===== src/rtl/nfc_pkg.sv =====
// rtl/nfc_pkg.sv - shared types and constants for the NAND write data buffer
package nfc_pkg;

    localparam int PAGE_BYTES_DEF = 512;

    typedef enum logic {
        ST_EMPTY = 1'b0,
        ST_HOLD  = 1'b1
    } unpk_state_t;

    // Width of the index that selects one byte lane out of a word of word_bytes bytes.
    function automatic int lane_sel_w(input int word_bytes);
        int w;
        w = 0;
        while ((1 << w) < word_bytes) w++;
        return (w < 1) ? 1 : w;
    endfunction

endpackage


===== src/rtl/nfc_word_fifo.sv =====
// rtl/nfc_word_fifo.sv - DEPTHx32 circular word FIFO with level counter and flush
module nfc_word_fifo #(
    parameter int DEPTH = 16,
    parameter int AW    = 4
) (
    input  logic          clk,
    input  logic          rst,
    input  logic          flush,
    input  logic          push,
    input  logic [31:0]   push_data,
    input  logic          pop,
    output logic [31:0]   pop_data,
    output logic [AW:0]   level
);

    logic [31:0]   mem [DEPTH];
    logic [AW-1:0] wr_ptr;
    logic [AW-1:0] rd_ptr;

    always_ff @(posedge clk) begin
        if (push && !rst && !flush) begin
            mem[wr_ptr] <= push_data;
        end
    end

    always_ff @(posedge clk) begin
        if (rst || flush) begin
            wr_ptr <= '0;
            rd_ptr <= '0;
            level  <= '0;
        end else begin
            if (push) wr_ptr <= wr_ptr + 1'b1;
            if (pop)  rd_ptr <= rd_ptr + 1'b1;
            case ({push, pop})
                2'b10:   level <= level + 1'b1;
                2'b01:   level <= level - 1'b1;
                default: level <= level;
            endcase
        end
    end

    assign pop_data = mem[rd_ptr];

endmodule


===== src/rtl/nand_write_data_buffer.sv =====
// rtl/nand_write_data_buffer.sv - word FIFO + byte unpacker feeding the NAND page writer; page checksum under NFC_WRBUF_PAGE_XOR_EN
module nand_write_data_buffer
    import nfc_pkg::*;
#(
    parameter int DEPTH      = 16,
    parameter int AW         = 4,
    parameter int PAGE_BYTES = PAGE_BYTES_DEF
) (
    input  logic                          clk,
    input  logic                          rst,
    input  logic                          flush,
    input  logic                          wr_valid,
    input  logic [31:0]                   wr_data,
    output logic                          wr_ready,
    input  logic                          data_get,
    output logic [7:0]                    byte_out,
    output logic                          byte_valid,
    output logic [AW:0]                   level,
    output logic [$clog2(PAGE_BYTES)-1:0] page_byte_cnt,
    output logic                          page_done,
    output logic                          overflow,
    output logic                          underflow,
    output logic [7:0]                    page_xor
);

    localparam int LW = lane_sel_w(4);

    unpk_state_t   state, state_nxt;
    logic [LW-1:0] idx;
    logic [31:0]   word;
    logic [31:0]   fifo_dout;
    logic          push;
    logic          pop;
    logic          consume;
    logic          last_lane;
    logic          has_word;
    logic          page_wrap;

    assign wr_ready  = (level != (AW+1)'(DEPTH));
    assign push      = wr_valid && wr_ready && !flush && !rst;
    assign has_word  = (level != '0);
    assign last_lane = (idx == LW'(3));

    nfc_word_fifo #(.DEPTH(DEPTH), .AW(AW)) u_fifo (
        .clk       (clk),
        .rst       (rst),
        .flush     (flush),
        .push      (push),
        .push_data (wr_data),
        .pop       (pop),
        .pop_data  (fifo_dout),
        .level     (level)
    );

    always_ff @(posedge clk) begin
        if (rst || flush) state <= ST_EMPTY;
        else              state <= state_nxt;
    end

    always_comb begin
        state_nxt = state;
        case (state)
            ST_EMPTY: if (has_word) state_nxt = ST_HOLD;
            ST_HOLD:  if (data_get && last_lane && !has_word) state_nxt = ST_EMPTY;
            default:  state_nxt = ST_EMPTY;
        endcase
    end

    // Reloading on the last lane's data_get keeps back-to-back reads bubble-free.
    always_comb begin
        byte_valid = (state == ST_HOLD);
        byte_out   = byte_valid ? word[{idx, 3'b000} +: 8] : 8'h00;
        pop        = !rst && !flush && has_word &&
                     ((state == ST_EMPTY) || (state == ST_HOLD && data_get && last_lane));
    end

    assign consume = data_get && byte_valid && !flush && !rst;

    always_ff @(posedge clk) begin
        if (rst || flush) begin
            idx  <= '0;
            word <= '0;
        end else if (pop) begin
            idx  <= '0;
            word <= fifo_dout;
        end else if (consume) begin
            idx  <= idx + 1'b1;
        end
    end

    always_ff @(posedge clk) begin
        if (rst) begin
            overflow  <= 1'b0;
            underflow <= 1'b0;
        end else if (!flush) begin
            if (wr_valid && !wr_ready)   overflow  <= 1'b1;
            if (data_get && !byte_valid) underflow <= 1'b1;
        end
    end

    assign page_wrap = consume && (&page_byte_cnt);

    always_ff @(posedge clk) begin
        if (rst || flush) begin
            page_byte_cnt <= '0;
            page_done     <= 1'b0;
        end else begin
            page_done <= page_wrap;
            if (consume) page_byte_cnt <= page_byte_cnt + 1'b1;
        end
    end

`ifdef NFC_WRBUF_PAGE_XOR_EN
    logic [7:0] xor_acc;

    always_ff @(posedge clk) begin
        if (rst || flush) begin
            xor_acc  <= 8'h00;
            page_xor <= 8'h00;
        end else if (page_wrap) begin
            xor_acc  <= 8'h00;
            page_xor <= xor_acc ^ byte_out;
        end else if (consume) begin
            xor_acc  <= xor_acc ^ byte_out;
        end
    end
`else
    assign page_xor = 8'h00;
`endif

endmodule


===== config.mk =====
export PLATFORM = sky130hd
export DESIGN_NAME = nand_write_data_buffer
export DESIGN_NICKNAME = d
export VERILOG_FILES = /design/src/rtl/nfc_pkg.sv /design/src/rtl/nfc_word_fifo.sv /design/src/rtl/nand_write_data_buffer.sv
export SDC_FILE = /design/constraint.sdc
export NUM_CORES = 1
export LEC_CHECK = 0
export ABC_AREA = 1
export CORE_ASPECT_RATIO = 2
export CORE_MARGIN = 2
export CORE_UTILIZATION = 55
export DETAILED_ROUTE_END_ITERATION = 12
export PLACE_DENSITY = 0.75
export SYNTH_ARGS = -nofsm -noshare
export SYNTH_HDL_FRONTEND = slang
export SYNTH_SLANG_ARGS = --single-unit

===== constraint.sdc =====
create_clock -name clk -period 4.5 [get_ports clk]
set_input_delay 1.35 -clock clk [delete_from_list [all_inputs] [get_ports clk]]
set_output_delay 1.35 -clock clk [all_outputs]
set_load 0.005 [all_outputs]

==> results by group <==
Clocking
  – Insertion delay to the later sink of the worst-skew pair: 0.57 ns
  – CTS root buf: clkbuf_16
  – CTS resizes: 0
  – Setup Buffers After CTS: 0
  – H-tree depth: 2
  – CTS max path bufs: 3
  – CTS tree: yes
  – Clock slew seen by the registers of the worst setup and hold paths: ~0.070 ns
  – CTS buffer count: 46
  – CTS Hold Buffers Added: 0
  – Clock Sinks: ~570

Logic synthesis
  – Mapped Area: about 23,000 um2
  – Synth top cells by count: nand2_1, edfxtp_1, nand3_1
  – Largest family of logic cells by synthesized area: simple AND/OR/NAND/NOR gates
  – Mux cell area share after synthesis: 0%
  – Sequential fraction of the synthesis area: 71.5%
  – Post-synth EDFFs: about 510
  – Post-Synthesis Cells: 2,099
  – Synthesized area per cell: between 10 and 15 um2
  – Area contributors post-synth: edfxtp_1, nand2_1, nand3_1
  – Fraction of registers with async set/reset: 0%
  – Synth unique cells: 29
  – Primary flip-flop cell chosen by synthesis mapping: edfxtp_1
  – Top cell type's share of synthesized area: around 66%
  – Synth Area in Simple Gates: between 20% and 30%
  – Synth Register Bits: 572
  – Post-synthesis compound-gate area fraction: between 2 and 3%
  – Top-count cell post-synth: nand2_1
  – Xor and xnor area share after synthesis: less than 1%
  – Synth Area in Adders: less than 1%
  – Post-synth top area cell: edfxtp_1
  – Total number of yosys warnings: 0

Place
  – Port bufs: 63
  – Post-DP HPWL: approximately 31,000 um
  – RD Place Congestion: approximately 0.8
  – Worst slack, placed: between 0.7 and 0.8 ns

Die
  – Die height: 294 um
  – # IOs: 72
  – Core region area: roughly 42,000 um2
  – Die Span X: 149 um
  – Die Area: ~44,000 um2
  – Num rows: approximately 110
  – Starting density of the core: 55.7%

Timing
  – Max Freq: roughly 0.25 GHz
  – Worst-margin pin slew: approximately 1.2 ns
  – Final Hold Fails: 0
  – Worst setup margin: 0.530 ns
  – Setup violations, final: 0
  – RSZ-0062 raised after global routing: no
  – Pins Over Slew Limit: 0
  – Max_slew headroom: 20.9%
  – Setup TNS: 0 ns
  – Clk_skew: slightly below 0.02 ns
  – Min cycle time layout: around 4.0 ns
  – Tcrit/Tclk final: approximately 90%

Power and ir drop
  – Worst IR Drop VDD: roughly 260 uV
  – P per Cell Area: roughly 390 nW/um2
  – Pleak: around 9.5 nW

Global route
  – Largest net degree at the start of global routing: 130
  – First-pass GRT wire length: ~85,000 um
  – Vias in the first global route: 15.4k
  – Antenna violations before repair: 1
  – Global Route Usage Sum: ~26%
  – GRT overflow: 0

Run
  – Max_cap viols: 0

Setup path
  – Reg2reg path depth: 15
  – Startpoint types: flop
  – Setup slack, reg-to-reg: around 1.7 ns
  – Reg2reg end: u_fifo.level[4]
  – CP Class: reg2out
  – Reg2reg start: idx[0]
  – Worst-path maximum fanout: 19
  – Required @ worst endpoint: ~3.2 ns
  – Worst EP arrival: between 2 and 3 ns
  – Crit end category: primary output

Routing
  – DRT iter0 DRCs: ~1.3k
  – DRT antenna net count: 0
  – DRC viols: 0
  – DRT Wirelength: roughly 56,000 um
  – WL/cell: a little over 20 um
  – Initial DRT Pass Iterations: 5
  – Vias: ~16k
  – Routed vias/inst: 5.78

Finish
  – Nets@finish: 2,184
  – Share of cells above drive strength 1: under 10%
  – Area Growth Syn to Fin: 11.7%
  – # fillers: between 3k and 4k

Min path
  – Min-delay worst type: reg2reg
  – Hold Path Sink: word[11]
  – Hold Startpoint: word[11]
  – Worst Hold Depth: 2

Run status
  – Status: completed
==> where the power goes <==
group / switching, mW / internal [mW]
Clock: 1.81 / 2.15
Combinational: 0.181 / 0.0763
Sequential: 0.0185 / 5.80
==> how the worst max path moves through the flow <==
stage	startpoint	endpoint	slack, ns	depth (start not counted)
after CTS	idx[0]	byte_out[5]	0.60	4
after global placement	flush	u_fifo.mem[9][13]	0.80	7
after floorplan	rst	u_fifo.mem[11][0]	0.12	3
after detailed placement	flush	u_fifo.mem[9][31]	0.72	7
after global routing	idx[0]	byte_out[5]	0.38	4
final	idx[0]	byte_out[5]	0.53	4
==> cell families (layout without fill, tap and decap cells) <==
family,after synthesis,after routing
xor gates and xnor gates,6,6
other,1,9
buffers and inverters,159,222
adders and majority gates,13,13
AOI/OAI and AO/OA,121,121
DFF,572,572
and+or+nand+nor,1227,1227
==> layout by cell type (no fill, tap or decap), drive strengths merged <==
master	count
edfxtp	512
clkdlybuf4s50	63
clkinvlp	2
xor2	4
nor3b	2
a21oi	91
ha	12
clkbuf	54
nand3	268
nor2	94
nand4	3
bufinv	4
inv	39
nand2	857
o21ai	29
nor3	3
clkinv	25
xnor2	2
buf	35
a32o	1
fa	1
dfxtp	60
diode	1
conb	8
==> flip-flops by register name, indices dropped and copies added, names as in the netlist <==
register and count:
u_fifo.level 5, page_done 1, page_byte_cnt 9, byte_valid 1, underflow 1, word 32, u_fifo.mem 512, idx 2
u_fifo.rd_ptr 4, overflow 1, u_fifo.wr_ptr 4
==> per-stage QoR <==
| step | instances | hold slack (ns) | instance area (um2) | total power [mW] | util, % |
|---|---|---|---|---|---|
| 2_1_floorplan | 2106 | 0.421 | 23200 | 6.05 | - |
| 4_1_cts | 2709 | 0.455 | 25900 | 10.1 | 62.1 |
| 3_3_place_gp | 2626 | 0.441 | 24400 | 6.18 | 58.6 |
| 5_1_grt | 2710 | 0.485 | 25900 | 10.3 | 62.1 |
| 3_5_place_dp | 2626 | 0.435 | 24400 | 6.19 | 58.6 |
| 6_report | 2710 | 0.460 | 25900 | 10.0 | 62.1 |
==> critical path, cell delays in order (launching register included) <==
cell and delay, ns:
dfxtp_1 0.77, inv_2 0.27, o21ai_0 0.42, a21oi_1 0.13
clkdlybuf4s50_1 0.47
==> routing by layer <==
layer  global-route usage (%)  routed length [um]  up-vias  part of all wire [%]
met3                     3.02                4130      213                   7.3
met2                     45.6               29200      797                    52
met4                     15.3                3340        0                   5.9
li1                         -                   -     7191                     -
met1                     30.0               19600     7460                    35
met5                        0                   0        -                     0
==> layout make-up <==
class	count	area, um2	share of cell area [%]
Antenna cell	1	2.50	0.00967
Clock inverter	29	262	1.01
Timing Repair Buffer	98	1020	3.94
Inverter	41	160	0.619
Clock buffer	54	1200	4.65
Tap cell	540	676	2.61
Multi-Input combinational cell	1375	5980	23.1
Sequential cell	572	16600	64.1
(Power assumes the default switching activity.)
